[config.mk]
export PLATFORM = sky130hd
export DESIGN_NAME = sad_min_search_flat
export DESIGN_NICKNAME = d
export VERILOG_FILES = /design/src/rtl/sad_pkg.sv /design/src/rtl/sad_min_search_if.sv /design/src/rtl/sad_col_acc.sv /design/src/rtl/sad_min_search.sv /design/src/flat_wrapper.sv
export SDC_FILE = /design/constraint.sdc
export NUM_CORES = 1
export LEC_CHECK = 0
export CAP_MARGIN = 10
export CORE_MARGIN = 1
export CORE_UTILIZATION = 30
export DETAILED_ROUTE_END_ITERATION = 12
export GPL_TIMING_DRIVEN = 0
export MAX_ROUTING_LAYER = met4
export SETUP_SLACK_MARGIN = 0.4
export SLEW_MARGIN = 25
export SYNTH_ARGS = -nofsm -noshare
export SYNTH_HDL_FRONTEND = slang
export SYNTH_SLANG_ARGS = --single-unit
[constraint.sdc]
create_clock -name clk -period 6 [get_ports clk]
set_input_delay 1.2 -clock clk [delete_from_list [all_inputs] [get_ports clk]]
set_output_delay 1.2 -clock clk [all_outputs]
set_load 0.1 [all_outputs]
[src/rtl/sad_pkg.sv]
// Shared constants and types for the SAD minimum search block.
// Contents: array geometry (NDATA_IN, NCOL, NCAND), datapath widths,
// the search FSM state type and the SAD value type.
package sad_pkg;

  localparam int unsigned NDATA_IN = 100;
  localparam int unsigned NCOL     = 16;
  localparam int unsigned NCAND    = 32;
  localparam int unsigned COL_W    = $clog2(128) + 1;
  localparam int unsigned SAD_W    = COL_W + $clog2(NCOL);
  localparam int unsigned IDX_W    = $clog2(NCAND);
  localparam int unsigned CNT_W    = $clog2(NCOL);
  localparam int unsigned PRUNE_W  = IDX_W + 1;

  typedef enum logic [1:0] {
    StIdle,
    StAcc,
    StCmp,
    StDone
  } sad_state_t;

  typedef logic [SAD_W-1:0] sad_t;

endpackage

[src/rtl/sad_min_search_if.sv]
// Handshake bundle between the column adder / decision logic and the SAD
// minimum search block.
//   master: drives start, in_valid, col_sum, out_ready
//   slave : drives in_ready, out_valid, best_sad, best_idx, busy
// Optional macro SAD_EARLY_EXIT_EN adds prune_cnt (slave output).
interface sad_min_search_if;
  import sad_pkg::*;

  logic             start;
  logic             in_valid;
  logic             in_ready;
  logic [COL_W-1:0] col_sum;
  logic             out_valid;
  logic             out_ready;
  sad_t             best_sad;
  logic [IDX_W-1:0] best_idx;
  logic             busy;
`ifdef SAD_EARLY_EXIT_EN
  logic [PRUNE_W-1:0] prune_cnt;

  modport master (
    output start, in_valid, col_sum, out_ready,
    input  in_ready, out_valid, best_sad, best_idx, busy, prune_cnt
  );

  modport slave (
    input  start, in_valid, col_sum, out_ready,
    output in_ready, out_valid, best_sad, best_idx, busy, prune_cnt
  );
`else
  modport master (
    output start, in_valid, col_sum, out_ready,
    input  in_ready, out_valid, best_sad, best_idx, busy
  );

  modport slave (
    input  start, in_valid, col_sum, out_ready,
    output in_ready, out_valid, best_sad, best_idx, busy
  );
`endif

endinterface

[src/rtl/sad_col_acc.sv]
// Per-candidate column accumulator.
// Ports:
//   clk, rst   clock, async active-high reset
//   clear      zero accumulator and column counter (search start / compare)
//   xfer       a column sum is being accepted this cycle
//   add_en     add the accepted column (low = column consumed but ignored)
//   col_sum    column sum, zero-extended into the accumulator
//   acc        running SAD of the current candidate
//   last_col   the column counter points at the final column of the block
module sad_col_acc
  import sad_pkg::*;
(
  input  logic             clk,
  input  logic             rst,
  input  logic             clear,
  input  logic             xfer,
  input  logic             add_en,
  input  logic [COL_W-1:0] col_sum,
  output sad_t             acc,
  output logic             last_col
);

  sad_t             acc_q, acc_d;
  logic [CNT_W-1:0] cnt_q, cnt_d;

  assign last_col = (cnt_q == CNT_W'(NCOL - 1));
  assign acc      = acc_q;

  always_comb begin
    acc_d = acc_q;
    cnt_d = cnt_q;
    if (clear) begin
      acc_d = '0;
      cnt_d = '0;
    end else if (xfer) begin
      if (add_en) begin
        acc_d = acc_q + sad_t'(col_sum);
      end
      cnt_d = last_col ? '0 : cnt_q + 1'b1;
    end
  end

  always_ff @(posedge clk or posedge rst) begin
    if (rst) begin
      acc_q <= '0;
      cnt_q <= '0;
    end else begin
      acc_q <= acc_d;
      cnt_q <= cnt_d;
    end
  end

endmodule

[src/rtl/sad_min_search.sv]
// SAD minimum search: accumulates NCOL column sums per candidate over NCAND
// candidates and reports the smallest SAD and the index that produced it.
// Ports:
//   clk, rst   clock, async active-high reset
//   bus        sad_min_search_if.slave (start, column input handshake,
//              result handshake, best_sad, best_idx, busy)
// Optional macro SAD_EARLY_EXIT_EN: stop adding columns once a candidate
// can no longer win, and count such candidates on bus.prune_cnt.
module sad_min_search
  import sad_pkg::*;
(
  input  logic             clk,
  input  logic             rst,
  sad_min_search_if.slave  bus
);

  sad_state_t       state_q, state_d;
  sad_t             best_sad_q, best_sad_d;
  logic [IDX_W-1:0] best_idx_q, best_idx_d;
  logic [IDX_W-1:0] cand_q, cand_d;

  logic xfer;
  logic acc_clear;
  logic add_en;
  logic last_col;
  sad_t acc;

`ifdef SAD_EARLY_EXIT_EN
  logic [PRUNE_W-1:0] prune_q, prune_d;
  logic               pruned;

  // Candidate 0 always seeds best_sad; later ones lose once acc reaches it.
  assign pruned    = (cand_q != '0) && (acc >= best_sad_q);
  assign add_en    = !pruned;
  assign bus.prune_cnt = prune_q;
`else
  assign add_en = 1'b1;
`endif

  sad_col_acc u_col_acc (
    .clk      (clk),
    .rst      (rst),
    .clear    (acc_clear),
    .xfer     (xfer),
    .add_en   (add_en),
    .col_sum  (bus.col_sum),
    .acc      (acc),
    .last_col (last_col)
  );

  always_comb begin
    state_d    = state_q;
    best_sad_d = best_sad_q;
    best_idx_d = best_idx_q;
    cand_d     = cand_q;
    xfer       = 1'b0;
    acc_clear  = 1'b0;
`ifdef SAD_EARLY_EXIT_EN
    prune_d    = prune_q;
`endif
    unique case (state_q)
      StIdle: begin
        if (bus.start) begin
          state_d    = StAcc;
          best_sad_d = '1;
          best_idx_d = '0;
          cand_d     = '0;
          acc_clear  = 1'b1;
`ifdef SAD_EARLY_EXIT_EN
          prune_d    = '0;
`endif
        end
      end
      StAcc: begin
        xfer = bus.in_valid;
        if (xfer && last_col) begin
          state_d = StCmp;
        end
      end
      StCmp: begin
        // Strict compare: on a tie the earlier candidate is kept.
        if (acc < best_sad_q) begin
          best_sad_d = acc;
          best_idx_d = cand_q;
        end
`ifdef SAD_EARLY_EXIT_EN
        if (pruned) begin
          prune_d = prune_q + 1'b1;
        end
`endif
        acc_clear = 1'b1;
        if (cand_q == IDX_W'(NCAND - 1)) begin
          state_d = StDone;
        end else begin
          cand_d  = cand_q + 1'b1;
          state_d = StAcc;
        end
      end
      StDone: begin
        if (bus.out_ready) begin
          state_d = StIdle;
        end
      end
      default: state_d = StIdle;
    endcase
  end

  always_ff @(posedge clk or posedge rst) begin
    if (rst) begin
      state_q    <= StIdle;
      best_sad_q <= '1;
      best_idx_q <= '0;
      cand_q     <= '0;
`ifdef SAD_EARLY_EXIT_EN
      prune_q    <= '0;
`endif
    end else begin
      state_q    <= state_d;
      best_sad_q <= best_sad_d;
      best_idx_q <= best_idx_d;
      cand_q     <= cand_d;
`ifdef SAD_EARLY_EXIT_EN
      prune_q    <= prune_d;
`endif
    end
  end

  assign bus.in_ready  = (state_q == StAcc);
  assign bus.out_valid = (state_q == StDone);
  assign bus.busy      = (state_q != StIdle);
  assign bus.best_sad  = best_sad_q;
  assign bus.best_idx  = best_idx_q;

endmodule

[src/flat_wrapper.sv]
// flat-port wrapper written by rule: the top's interface ports become plain ports
module sad_min_search_flat import sad_pkg::*;
  (clk, rst, bus_start, bus_in_valid, bus_col_sum, bus_out_ready, bus_in_ready, bus_out_valid, bus_best_sad, bus_best_idx, bus_busy);
  sad_min_search_if bus_i ();
  input  logic clk;
  input  logic rst;
  input wire logic [$bits(bus_i.start)-1:0] bus_start;
  input wire logic [$bits(bus_i.in_valid)-1:0] bus_in_valid;
  input wire logic [$bits(bus_i.col_sum)-1:0] bus_col_sum;
  input wire logic [$bits(bus_i.out_ready)-1:0] bus_out_ready;
  output wire logic [$bits(bus_i.in_ready)-1:0] bus_in_ready;
  output wire logic [$bits(bus_i.out_valid)-1:0] bus_out_valid;
  output wire logic [$bits(bus_i.best_sad)-1:0] bus_best_sad;
  output wire logic [$bits(bus_i.best_idx)-1:0] bus_best_idx;
  output wire logic [$bits(bus_i.busy)-1:0] bus_busy;
  assign bus_i.start = bus_start;
  assign bus_i.in_valid = bus_in_valid;
  assign bus_i.col_sum = bus_col_sum;
  assign bus_i.out_ready = bus_out_ready;
  assign bus_in_ready = bus_i.in_ready;
  assign bus_out_valid = bus_i.out_valid;
  assign bus_best_sad = bus_i.best_sad;
  assign bus_best_idx = bus_i.best_idx;
  assign bus_busy = bus_i.busy;
  sad_min_search u_core (.clk(clk), .rst(rst), .bus(bus_i));
endmodule
# == Word-level counts from Yosys, hierarchy flattened ==
# Cells that the tools add are included.
# word_totals
out_inout_bits,20
word_cells,49
in_bits,13
register_bits,40
# op_classes
n_reduce_logical,8
add_sub_neg,3
n_lt_le_gt_ge,1
eq_ne,10
n_mux,21
# ops
op,count
12-bit two-way mux,4
12-bit case mux with 2 select lines,1
5-bit case mux with 2 select lines,2
5-bit two-way mux,3
12-bit by 8-bit adder with 12-bit output,1
12-bit < comparator,1
4-bit two-way mux,3
3-bit AND reduction,3
2-bit two-way mux,4
2-bit case mux with 4 select lines,1
2-bit inequality test (second input constant),3
2-bit nonzero test,3
5-bit by 1-bit adder with 5-bit output (second input constant),1
5-bit == test (second input constant),1
4-bit by 1-bit adder with 4-bit output (second input constant),1
2-bit == test (second input constant),2
4-bit == test (second input constant),1
2-bit by 1-bit inequality test with 1-bit output (second input constant),2
2-bit by 1-bit == test with 1-bit output (second input constant),1
2-bit zero test,1
1-bit two-way mux,2
1-bit case mux with 2 select lines,1
1-bit logical AND,1

# == Logic depth before layout (Yosys ltp) ==
# Gate-level depths: netlist of the first run.
# logic_depth
word_depth,4
ltp_mapped,7
ltp_nobuf,7

# == Cells and area by module ==
# Synthesis of the first run repeated with hierarchy kept, for this count alone.
# hier_totals
hier_cells,293
area_unflattened_um2,2752.6
# by_module_without_submodules
mod,area_each_um2,seq_area_each_um2,instances,cells_each
sad_min_search,1632.8,615.6,1,172
sad_col_acc,1119.8,400.4,1,121

# == Least setup slack after synthesis of the first run ==
# Ideal clock, no wire load.
# synth_timing
path_type,register to output
from,register u_core.state_q[0]
to,output bus_in_ready
arrival_ns,1.998
path_buffers,1
path_stages_with_launch,3
required_time_ns,4.800
setup_slack_ns,2.802
path_cell_list,dfrtp_1 > clkbuf_1 > nor2b_1
# synth_between
elab_chain_len,1
# synth_rtl
item,line,source
"start, declared",sad_min_search.sv:17,"sad_state_t state_q, state_d;"
"start signal, assigned",sad_min_search.sv:110,state_q <= StIdle;
"start signal, assigned",sad_min_search.sv:118,state_q <= state_d;
2-bit by 1-bit == test with 1-bit output,sad_min_search.sv:128,assign bus.in_ready = (state_q == StAcc);
"end, declared",flat_wrapper.sv:11,output wire logic [$bits(bus_i.in_ready)-1:0] bus_in_ready;
# Every way passes these cells.

# == Final worst setup path of the first run ==
# layout_timing
from,register u_core.state_q[1]
to,output bus_out_valid
# layout_between
elab_chain_len,1
# layout_rtl
item,line,source
2-bit == test,sad_min_search.sv:129,assign bus.out_valid = (state_q == StDone);
"end, declared",flat_wrapper.sv:12,output wire logic [$bits(bus_i.out_valid)-1:0] bus_out_valid;
# Every way passes these cells.

==> impl_results.rst, run 1 <==
.. list-table::
   :header-rows: 1

   * - Metric
     - Value
   * - Status
     - finished clean
   * - Nets
     - 325
   * - Die Width
     - 91.6 um
   * - Y dimension of the die
     - 91.6 um
   * - Synthesis-stage register bit count
     - 40
   * - Starting utilization of the core area
     - 0.310
   * - Hold path depth
     - 1
   * - Classification of the worst-slack hold path
     - reg -> reg
   * - Average routed wire per standard cell
     - 12.5 um
   * - Primary FF master, synth
     - sky130_fd_sc_hd__dfrtp_1
   * - Clock skew after layout
     - 0.00442 ns
   * - Maximum vdd drop
     - 0.181 mV
   * - Number of detailed-route iterations in the first pass
     - 4
   * - Final non-filler cell total
     - 392
   * - Endpoint class of the critical path
     - output port
   * - Area grow syn2layout
     - 24.0%
   * - Critical path arrival
     - 2.37 ns
   * - H-tree depth
     - 2
   * - Min setup slack post-route
     - 2.43 ns
   * - Number of buffers created by CTS
     - 5
   * - Post-route core utilization
     - 0.385
   * - Post-synthesis sequential area ratio
     - 0.422
   * - Switching Share
     - 0.486
   * - Number of nets with antenna violations after routing
     - 0
   * - Max_cap viols
     - 0
   * - Register clock-pin slew on the reported worst setup and hold paths
     - 0.08 ns
   * - Synthesized cell area
     - 2410 sq um
   * - Hold Slack
     - 0.492 ns
   * - Pwr per Cell Area
     - 503 nW/um^2
   * - Clock latency on the worst-skew pair
     - 0.29 ns
   * - Net Count, Synth
     - 285
   * - Pin count of the biggest net entering global routing
     - 30
   * - Number of enable-type register cells in the synthesized netlist
     - 0
   * - Yosys warning count
     - 0
   * - Post-Place Cells
     - 384
   * - Leakage dissipation
     - 1.38 nW
   * - Setup violations, final
     - 0
   * - Cells resized by post-CTS repair
     - 0
   * - Worst setup slack after placement
     - 2.56 ns
   * - Post-route DRC
     - 0
   * - Post-Synthesis Cells
     - 249
   * - Headroom to the max-slew limit
     - 0.347
   * - Post-route design area
     - 2990 sq um
   * - Crit path required time
     - 4.80 ns
   * - Largest fanout on the critical path
     - 10
   * - Antenna cells
     - 0
   * - Tightest Pin Transition
     - 0.976 ns
   * - Count of clock tree sinks
     - 40
   * - Setup TNS Final
     - 0 ns
   * - Number of distinct library cells after synthesis
     - 36
   * - Min Tclk post-route
     - 3.57 ns
   * - Fmax
     - 0.280 GHz
   * - Hold violation count in the final report
     - 0
   * - Sum of routed wire length over all layers
     - 4920 um
   * - Fraction of power consumed by the clock network
     - 0.148
   * - HPWL reported at the end of detailed placement
     - 3760 um
   * - Via/cell ratio
     - 4.81
   * - Share of synthesized registers carrying an async set or reset
     - 1.00
   * - TritonCTS clock tree
     - built
   * - Mean Syn Cell Area
     - 9.68 sq um
   * - Num rows
     - 32
   * - Fraction of layout instances using a drive strength above 1
     - 0.114
   * - Number of global-route vias before repair
     - 1795
   * - Worst Reg2Reg Path Length in Cells
     - 7
   * - Cell Area, Placed
     - 2880 sq um
   * - CTS Hold Bufs
     - 0
   * - Area of the die
     - 8400 sq um
   * - Sequential share of power
     - 0.325
   * - Max Slew Vio Count
     - 0
   * - Setup repair after global routing missed its margin
     - no
   * - Total number of vias
     - 1885
   * - Routability congestion estimate from global placement
     - 0.808
   * - Comb pwr share
     - 0.528
   * - Number of setup buffers added after CTS
     - 0
   * - I/O pins
     - 33
   * - Total Routing Usage GR
     - 0.130
   * - Type of the setup path with the least slack
     - reg -> out
   * - Maximum buffer depth of the clock tree
     - 2
   * - Wire length of the first global-routing pass
     - 8420 um
   * - Root Driver
     - sky130_fd_sc_hd__clkbuf_8
   * - Area of the core
     - 7770 sq um
   * - Number of antenna violations at the first check in global routing
     - 0
   * - Overflow after GRT
     - 0
   * - Initial detailed-routing violation count
     - 74
   * - Quantity of I/O buffers inserted on ports
     - 32
   * - Critical path launch point type
     - flop
   * - Total power
     - 1.50 mW
   * - Net switching power
     - 0.730 mW
   * - Tcrit/Tclk final
     - 0.595
   * - Cell internal pwr
     - 0.772 mW
-- worst max-delay path: stages, from the launching register on --
cell and delay [ns]:
sky130_fd_sc_hd__dfrtp_1 0.38, sky130_fd_sc_hd__clkbuf_1 0.38, sky130_fd_sc_hd__and2_1 0.20, sky130_fd_sc_hd__clkdlybuf4s50_1 1.12
-- final cells by class --
cell class / count / area [sq um]
Fill cell: 784 / 4780
Multi-Input combinational cell: 178 / 1270
Sequential cell: 40 / 1020
Timing Repair Buffer: 33 / 340
Tap cell: 102 / 128
Inverter: 25 / 93.8
Clock buffer: 5 / 68.8
Clock inverter: 3 / 42.5
Buffer: 6 / 30.0
-- synthesized netlist by cell type (6+ instances only) --
cell	instances	area (sq um)
sky130_fd_sc_hd__a22o_1	9	78.8
sky130_fd_sc_hd__inv_1	25	93.8
sky130_fd_sc_hd__nor2_1	21	78.8
sky130_fd_sc_hd__ha_1	22	275
sky130_fd_sc_hd__dfstp_2	12	315
sky130_fd_sc_hd__o21ai_0	25	125
sky130_fd_sc_hd__nand2_1	21	78.8
sky130_fd_sc_hd__nor2b_1	6	37.5
sky130_fd_sc_hd__a21oi_1	10	50.1
sky130_fd_sc_hd__mux2i_1	12	120
sky130_fd_sc_hd__dfrtp_1	28	701
sky130_fd_sc_hd__mux2_2	6	67.6
-- state kept, by name, indices dropped and copies added (netlist names) --
| name | cells |
|---|---|
| u_core.state_q | 2 |
| u_core.cand_q | 5 |
| u_core.u_col_acc.acc | 12 |
| u_core.u_col_acc.cnt_q | 4 |
| u_core.bus.best_sad | 12 |
| u_core.bus.best_idx | 5 |
-- final timing paths --
kind / from / to / slack [ns]
setup / recovery: u_core.state_q[1] / bus_out_valid / 2.43
hold / removal: u_core.u_col_acc.cnt_q[3] / u_core.u_col_acc.cnt_q[3] / 0.49
setup reg to reg: u_core.bus.best_sad[9] / u_core.bus.best_sad[1] / 3.65
hold reg to reg: u_core.u_col_acc.cnt_q[3] / u_core.u_col_acc.cnt_q[3] / 0.49
max in group asynchronous: rst / u_core.bus.best_sad[0] / 4.33
min in group asynchronous: rst / u_core.bus.best_idx[1] / 1.15
-- layer usage --
layer | up-vias | wire length [um] | part of all wire | global-route usage
li1 | 957 | - | - | -
met1 | 886 | 2340 | 0.48 | 0.161
met2 | 35 | 2320 | 0.47 | 0.210
met3 | 7 | 149 | 0.030 | 0.0224
met4 | 0 | 110 | 0.022 | 0.0569
met5 | - | 0 | 0 | -
-- layout by cell type (no fill, tap or decap), types with 2 or more instances in the layout --
cell type,count
sky130_fd_sc_hd__clkdlybuf4s50_1,32
sky130_fd_sc_hd__dfrtp_1,28
sky130_fd_sc_hd__o21ai_0,25
sky130_fd_sc_hd__inv_1,24
sky130_fd_sc_hd__ha_1,22
sky130_fd_sc_hd__nor2_1,21
sky130_fd_sc_hd__nand2_1,21
sky130_fd_sc_hd__mux2i_1,12
sky130_fd_sc_hd__dfstp_2,12
sky130_fd_sc_hd__a21oi_1,10
sky130_fd_sc_hd__a22o_1,9
sky130_fd_sc_hd__mux2_2,6
sky130_fd_sc_hd__nor2b_1,6
sky130_fd_sc_hd__clkbuf_1,5
sky130_fd_sc_hd__a211oi_1,5
sky130_fd_sc_hd__clkbuf_8,5
sky130_fd_sc_hd__or3_1,4
sky130_fd_sc_hd__xor2_1,4
sky130_fd_sc_hd__nand4_1,3
sky130_fd_sc_hd__a31oi_1,3
sky130_fd_sc_hd__nor3_1,3
sky130_fd_sc_hd__a21o_1,3
sky130_fd_sc_hd__o21bai_1,3
sky130_fd_sc_hd__nand3_1,2
sky130_fd_sc_hd__or2_2,2
sky130_fd_sc_hd__o22ai_1,2
sky130_fd_sc_hd__o211ai_1,2
-- logic make-up (layout without fill, tap and decap cells) --
group	after synthesis	after routing	synth area share
simple gates	68	68	0.133
compound gates	64	64	0.175
flops	40	40	0.422
buf+inv	31	72	0.0514
fa+ha+maj	23	23	0.123
mux	18	18	0.0779
xor+xnor	5	5	0.0182
-- power by group through the flow --
stage,logic [mW],registers [mW],clock network [mW]
6_report,0.793,0.488,0.222
5_1_grt,0.874,0.507,0.239
4_1_cts,0.800,0.488,0.230
3_5_place_dp,0.796,0.492,0
3_3_place_gp,0.782,0.491,0
2_1_floorplan,0.395,0.716,0
(Power assumes the default switching activity.)
==> run 2: changes to the inputs <==
==> constraint.sdc (replaced) <==
create_clock -name clk -period 3.01 [get_ports clk]
set_input_delay 0.602 -clock clk [delete_from_list [all_inputs] [get_ports clk]]
set_output_delay 0.602 -clock clk [all_outputs]
set_load 0.1 [all_outputs]
==> run 2 against run 1 <==
Effect of this change:
- routed wire length barely moved
- combinational power grew 100%
- clock power is 120% higher
- sequential cell count did not move
- critical path type unchanged
- sequential share of layout area decreased by 0.44 points
- clock skew rose by 0.00066 ns
- hold slack better by 0.0085 ns
==> impl_results.rst, run 2 (synthesis results as in run 1) <==
.. list-table::
   :header-rows: 1

   * - Metric
     - Value
   * - Area of the die
     - 8400 sq um
   * - Area grow syn2layout
     - 25.6%
   * - Pwr per Cell Area
     - 1010 nW/um^2
   * - Wire length of the first global-routing pass
     - 8530 um
   * - Fill cells
     - 760
   * - Critical path arrival
     - 1.97 ns
   * - Min setup slack post-route
     - 0.436 ns
   * - Num rows
     - 32
   * - Max stage delay cell, worst path
     - sky130_fd_sc_hd__clkdlybuf4s50_1
   * - Clock latency on the worst-skew pair
     - 0.29 ns
   * - CP Cell Sequence
     - clkdlybuf4s50_1
   * - Overflow after GRT
     - 0
   * - Number of detailed-route iterations in the first pass
     - 4
   * - Fraction of layout instances using a drive strength above 1
     - 0.131
   * - Status
     - finished clean
   * - Tightest Pin Transition
     - 0.966 ns
   * - Critical path's largest stage delay
     - 1.13 ns
   * - Quantity of I/O buffers inserted on ports
     - 32
   * - Endpoint class of the critical path
     - output port
   * - Headroom to the max-slew limit
     - 0.354
   * - Y dimension of the die
     - 91.6 um
   * - Number of setup buffers added after CTS
     - 0
   * - Clock skew after layout
     - 0.00508 ns
   * - Most frequent cells in the layout
     - sky130_fd_sc_hd__dfrtp_1 (28), sky130_fd_sc_hd__clkdlybuf4s50_1 (27), sky130_fd_sc_hd__o21ai_0 (25)
   * - Number of global-route vias before repair
     - 1852
   * - Post-route DRC
     - 0
   * - Count of buffer and inverter cells on the critical path
     - 1
   * - Worst setup slack after placement
     - 0.192 ns
   * - Initial detailed-routing violation count
     - 43
   * - Average routed wire per standard cell
     - 12.5 um
   * - Classification of the worst-slack hold path
     - reg -> reg
   * - Leakage dissipation
     - 1.40 nW
   * - Min Tclk post-route
     - 2.57 ns
   * - I/O pins
     - 33
   * - CTS Hold Bufs
     - 0
   * - Sum of routed wire length over all layers
     - 4920 um
   * - H-tree depth
     - 2
   * - Pin count of the biggest net entering global routing
     - 28
   * - Tcrit/Tclk final
     - 0.855
   * - Count of clock tree sinks
     - 40
   * - Total Routing Usage GR
     - 0.130
   * - Number of nets with antenna violations after routing
     - 0
   * - Critical path launch point type
     - flop
   * - Number of antenna violations at the first check in global routing
     - 0
   * - Type of the setup path with the least slack
     - reg -> out
   * - Number of buffers created by CTS
     - 5
   * - HPWL reported at the end of detailed placement
     - 3730 um
   * - Max_cap viols
     - 0
   * - Register clock-pin slew on the reported worst setup and hold paths
     - 0.08 ns
   * - Largest fanout on the critical path
     - 3
   * - Max Slew Vio Count
     - 0
   * - Nets
     - 325
   * - Die Width
     - 91.6 um
   * - Total number of vias
     - 1884
   * - Area of the core
     - 7770 sq um
   * - Setup TNS Final
     - 0 ns
   * - Hold Slack
     - 0.501 ns
   * - Fmax
     - 0.388 GHz
   * - Cell type group with the largest total delay on the critical path
     - buffers and inverters
   * - Maximum vdd drop
     - 0.330 mV
   * - Crit path required time
     - 2.41 ns
   * - Via/cell ratio
     - 4.81
   * - Starting utilization of the core area
     - 0.310
   * - Total power
     - 3.06 mW
   * - Maximum buffer depth of the clock tree
     - 2
   * - Routability congestion estimate from global placement
     - 0.799
   * - Setup repair after global routing missed its margin
     - no
   * - Root Driver
     - sky130_fd_sc_hd__clkbuf_8
   * - Hold violation count in the final report
     - 0
   * - Most common library cell in the layout ignoring fill and taps
     - sky130_fd_sc_hd__dfrtp_1
   * - Antenna cells
     - 0
   * - Setup violations, final
     - 0
   * - TritonCTS clock tree
     - built
-- run 2: cell count changes in the layout (fill, tap and decap cells not counted), sizes merged --
cell / previous run / this run
clkbuf: 10 / 12
clkinv: 1 / 0
clkdlybuf4s15: 0 / 2
clkinvlp: 1 / 0
clkdlybuf4s50: 32 / 27
dlymetal6s2s: 0 / 3
-- run 2: layer usage --
layer  track usage  share of wire
met5             -              0
met4        0.0463          0.013
met3        0.0182          0.022
met2         0.213           0.48
met1         0.165           0.48
-- run 2: timing repair --
action,CTS,global route
pin swaps,0,0
gates cloned,0,0
gates resized for setup,6,5
setup endpoints to repair,2,5
-- run 2: worst paths after layout --
check | start | end | slack, ns | depth (start not counted)
setup / recovery | u_core.bus.best_sad[4] | bus_best_sad[4] | 0.44 | 1
hold / removal | u_core.u_col_acc.cnt_q[3] | u_core.u_col_acc.cnt_q[3] | 0.50 | 1
setup reg to reg | u_core.bus.best_sad[9] | u_core.bus.best_sad[4] | 0.62 | 7
hold reg to reg | u_core.u_col_acc.cnt_q[3] | u_core.u_col_acc.cnt_q[3] | 0.50 | 1
max in group asynchronous | rst | u_core.bus.best_sad[11] | 1.92 | 3
min in group asynchronous | rst | u_core.u_col_acc.acc[1] | 0.58 | 2
-- run 2: layout make-up --
| type | instances | area, sq um | share of cell area |
|---|---|---|---|
| well taps | 102 | 128 | 0.0421 |
| flip-flops and latches | 40 | 1020 | 0.336 |
| plain buffers | 6 | 30.0 | 0.00992 |
| inverters | 25 | 93.8 | 0.0310 |
| repair buffers | 33 | 350 | 0.116 |
| clock inverters | 1 | 30.0 | 0.00992 |
| clock buffers | 7 | 96.3 | 0.0318 |
| multi-input cells | 178 | 1280 | 0.424 |
-- run 2: stage by stage --
step / cells / utilization / instance area (sq um)
final: 392 / 0.390 / 3030
after CTS: 392 / 0.387 / 3010
after global routing: 392 / 0.390 / 3030
after floorplan: 249 / - / 2410
after detailed placement: 384 / 0.371 / 2880
after global placement: 383 / 0.368 / 2860
-- run 2: power by group --
group          total (mW)  switching (mW)  leakage (nW)  internal (mW)
Clock               0.485           0.192        0.0645          0.293
Combinational        1.60            1.07         0.853          0.529
Sequential          0.973           0.203         0.484          0.770
Total                3.06            1.47          1.40           1.59
==> run 3: changes to the inputs <==
--- a/config.mk
+++ b/config.mk
@@ -5,12 +5,12 @@
 export SDC_FILE = /design/constraint.sdc
 export NUM_CORES = 1
 export LEC_CHECK = 0
-export CAP_MARGIN = 10
 export CORE_MARGIN = 1
 export CORE_UTILIZATION = 30
 export DETAILED_ROUTE_END_ITERATION = 12
 export GPL_TIMING_DRIVEN = 0
 export MAX_ROUTING_LAYER = met4
+export REMOVE_ABC_BUFFERS = 1
 export SETUP_SLACK_MARGIN = 0.4
 export SLEW_MARGIN = 25
 export SYNTH_ARGS = -nofsm -noshare
==> constraint.sdc (replaced) <==
create_clock -name clk -period 3.01 [get_ports clk]
set_input_delay 0.602 -clock clk [delete_from_list [all_inputs] [get_ports clk]]
set_output_delay 0.602 -clock clk [all_outputs]
set_load 0.02 [all_outputs]
==> run 3 against run 2 <==
Effect of this change:
- die area unchanged
- routed wire length increased by 5.8%
- clock power is 8.9% lower
- global-route usage up 0.74 points
- first-iteration DRC count grew 98%
- sequential share of layout area grew 0.32 points
- design area down 0.95%
- hold slack worse by 0.0035 ns
- fmax grew 5.0%
- non-clock buffer count is 4 lower
- critical endpoint is now u_core.u_col_acc.acc[8]
- largest power group unchanged
- highest routed layer unchanged
==> impl_results.rst, run 3 (synthesis results as in run 1) <==
.. list-table::
   :header-rows: 1

   * - Metric
     - Value
   * - Status
     - finished clean
   * - Setup violations, final
     - 0
   * - Initial detailed-routing violation count
     - 85
   * - I/O pins
     - 33
   * - Sequential share of power
     - 0.379
   * - Post-route core utilization
     - 0.386
   * - Max Slew Vio Count
     - 0
   * - Starting utilization of the core area
     - 0.310
   * - Classification of the worst-slack hold path
     - reg -> reg
   * - Fmax
     - 0.408 GHz
   * - Nets
     - 321
   * - Root Driver
     - sky130_fd_sc_hd__clkbuf_8
   * - Number of global-route vias before repair
     - 1833
   * - Endpoint class of the critical path
     - flop
   * - Area grow syn2layout
     - 24.5%
   * - Number of nets with antenna violations after routing
     - 0
   * - Num rows
     - 32
   * - Area of the core
     - 7770 sq um
   * - Area of the die
     - 8400 sq um
   * - Fraction of layout instances using a drive strength above 1
     - 0.126
   * - Net switching power
     - 1.03 mW
   * - Average routed wire per standard cell
     - 13.4 um
   * - Tightest Pin Transition
     - 0.879 ns
   * - Fraction of power consumed by the clock network
     - 0.171
   * - Tcrit/Tclk final
     - 0.815
   * - Post-route DRC
     - 0
   * - Pin count of the biggest net entering global routing
     - 22
   * - Most common library cell in the layout ignoring fill and taps
     - sky130_fd_sc_hd__clkdlybuf4s50_1
   * - Fill cells
     - 793
   * - Via/cell ratio
     - 4.83
   * - Routability congestion estimate from global placement
     - 0.782
   * - Headroom to the max-slew limit
     - 0.412
   * - Largest fanout on the critical path
     - 4
   * - Count of buffer and inverter cells on the critical path
     - 1
   * - Pwr per Cell Area
     - 860 nW/um^2
   * - Y dimension of the die
     - 91.6 um
   * - Antenna cells
     - 0
   * - Die Width
     - 91.6 um
   * - Count of clock tree sinks
     - 40
   * - Quantity of I/O buffers inserted on ports
     - 32
   * - TritonCTS clock tree
     - built
   * - Switching Share
     - 0.399
   * - Number of buffers created by CTS
     - 5
   * - Crit path required time
     - 3.18 ns
   * - Setup repair after global routing missed its margin
     - no
   * - Cell type group with the largest total delay on the critical path
     - compound AO/OA/AOI/OAI gates
   * - Number of antenna violations at the first check in global routing
     - 0
   * - Setup TNS Final
     - 0 ns
   * - Min Tclk post-route
     - 2.45 ns
   * - Number of detailed-route iterations in the first pass
     - 4
   * - Cell internal pwr
     - 1.55 mW
   * - Leakage dissipation
     - 1.39 nW
   * - Critical path arrival
     - 2.62 ns
   * - Type of the setup path with the least slack
     - in -> reg
   * - Clock skew after layout
     - 0.00839 ns
   * - Critical path's largest stage delay
     - 0.46 ns
   * - CP Cell Sequence
     - clkdlybuf4s50_1 > ha_1 > fa_1 > a211oi_2 > o21ai_0 > a31oi_2 > or3_1 > a21oi_1
   * - Most frequent cells in the layout
     - sky130_fd_sc_hd__clkdlybuf4s50_1 (32), sky130_fd_sc_hd__dfrtp_1 (28), sky130_fd_sc_hd__o21ai_0 (25)
   * - H-tree depth
     - 2
   * - CTS Hold Bufs
     - 0
   * - Maximum buffer depth of the clock tree
     - 2
   * - Max_cap viols
     - 0
   * - Comb pwr share
     - 0.450
   * - Clock latency on the worst-skew pair
     - 0.30 ns
   * - Hold violation count in the final report
     - 0
   * - Register clock-pin slew on the reported worst setup and hold paths
     - 0.08 ns
   * - Sum of routed wire length over all layers
     - 5200 um
   * - Total Routing Usage GR
     - 0.138
   * - Max stage delay cell, worst path
     - sky130_fd_sc_hd__fa_1
   * - Wire length of the first global-routing pass
     - 8720 um
   * - Total number of vias
     - 1875
   * - Overflow after GRT
     - 0
   * - Critical path launch point type
     - primary input
   * - Maximum vdd drop
     - 0.233 mV
   * - Final non-filler cell total
     - 388
   * - Post-Place Cells
     - 379
   * - HPWL reported at the end of detailed placement
     - 3770 um
[run 3: layer usage]
metal / vias to the layer above / global-route usage / wire, um / part of all wire
li1: 955 / - / - / -
met1: 884 / 0.176 / 2550 / 0.49
met2: 28 / 0.217 / 2420 / 0.46
met3: 8 / 0.0207 / 163 / 0.031
met4: 0 / 0.0595 / 76 / 0.015
met5: - / - / 0 / 0
[run 3: final timing paths]
kind	startpoint	end	slack [ns]	cells past startpoint
setup / recovery	bus_col_sum[0]	u_core.u_col_acc.acc[8]	0.56	8
hold / removal	u_core.u_col_acc.cnt_q[3]	u_core.u_col_acc.cnt_q[3]	0.50	1
setup reg to reg	u_core.bus.best_sad[5]	u_core.bus.best_idx[1]	0.73	7
hold reg to reg	u_core.u_col_acc.cnt_q[3]	u_core.u_col_acc.cnt_q[3]	0.50	1
max in group asynchronous	rst	u_core.bus.best_sad[4]	1.80	3
min in group asynchronous	rst	u_core.cand_q[1]	0.65	2
[run 3: stage by stage]
step / area, sq um / total power [mW] / hold WS (ns) / setup slack, ns
after floorplan: 2380 / 1.75 / 0.450 / 0.521
after global placement: 2830 / 2.08 / 0.473 / 0.179
after detailed placement: 2870 / 2.13 / 0.483 / 0.153
after CTS: 2980 / 2.59 / 0.501 / 0.419
after global routing: 3000 / 2.82 / 0.539 / 0.401
final: 3000 / 2.58 / 0.497 / 0.558
[run 3: area by class of cell]
| cell class | instances | area [sq um] | area share |
|---|---|---|---|
| timing repair buffer | 35 | 370 | 0.123 |
| sequential | 40 | 1020 | 0.339 |
| tap | 102 | 128 | 0.0426 |
| clock buffer | 6 | 72.6 | 0.0242 |
| multi-input combinational | 178 | 1280 | 0.428 |
| inverter | 25 | 93.8 | 0.0313 |
| clock inverter | 2 | 35.0 | 0.0117 |
[run 3: power by group through the flow]
stage	combinational, mW	sequential [mW]	clock, mW
floorplan	0.735	1.02	0
global placement	1.11	0.976	0
detailed placement	1.14	0.987	0
CTS	1.16	0.978	0.458
global route	1.33	1.01	0.480
finish	1.16	0.977	0.442
[run 3: timing repair]
item	in CTS	in global routing
resized for setup	0	2
setup endpoints to repair	0	6
setup buffers	0	1
[run 3: worst register-to-register path, stage by stage, from the launching register on]
cell	delay (ns)
sky130_fd_sc_hd__dfstp_2	0.55
sky130_fd_sc_hd__inv_1	0.05
sky130_fd_sc_hd__ha_1	0.30
sky130_fd_sc_hd__a21oi_1	0.16
sky130_fd_sc_hd__o21ai_0	0.18
sky130_fd_sc_hd__a221oi_4	0.36
sky130_fd_sc_hd__buf_4	0.23
sky130_fd_sc_hd__mux2_2	0.35
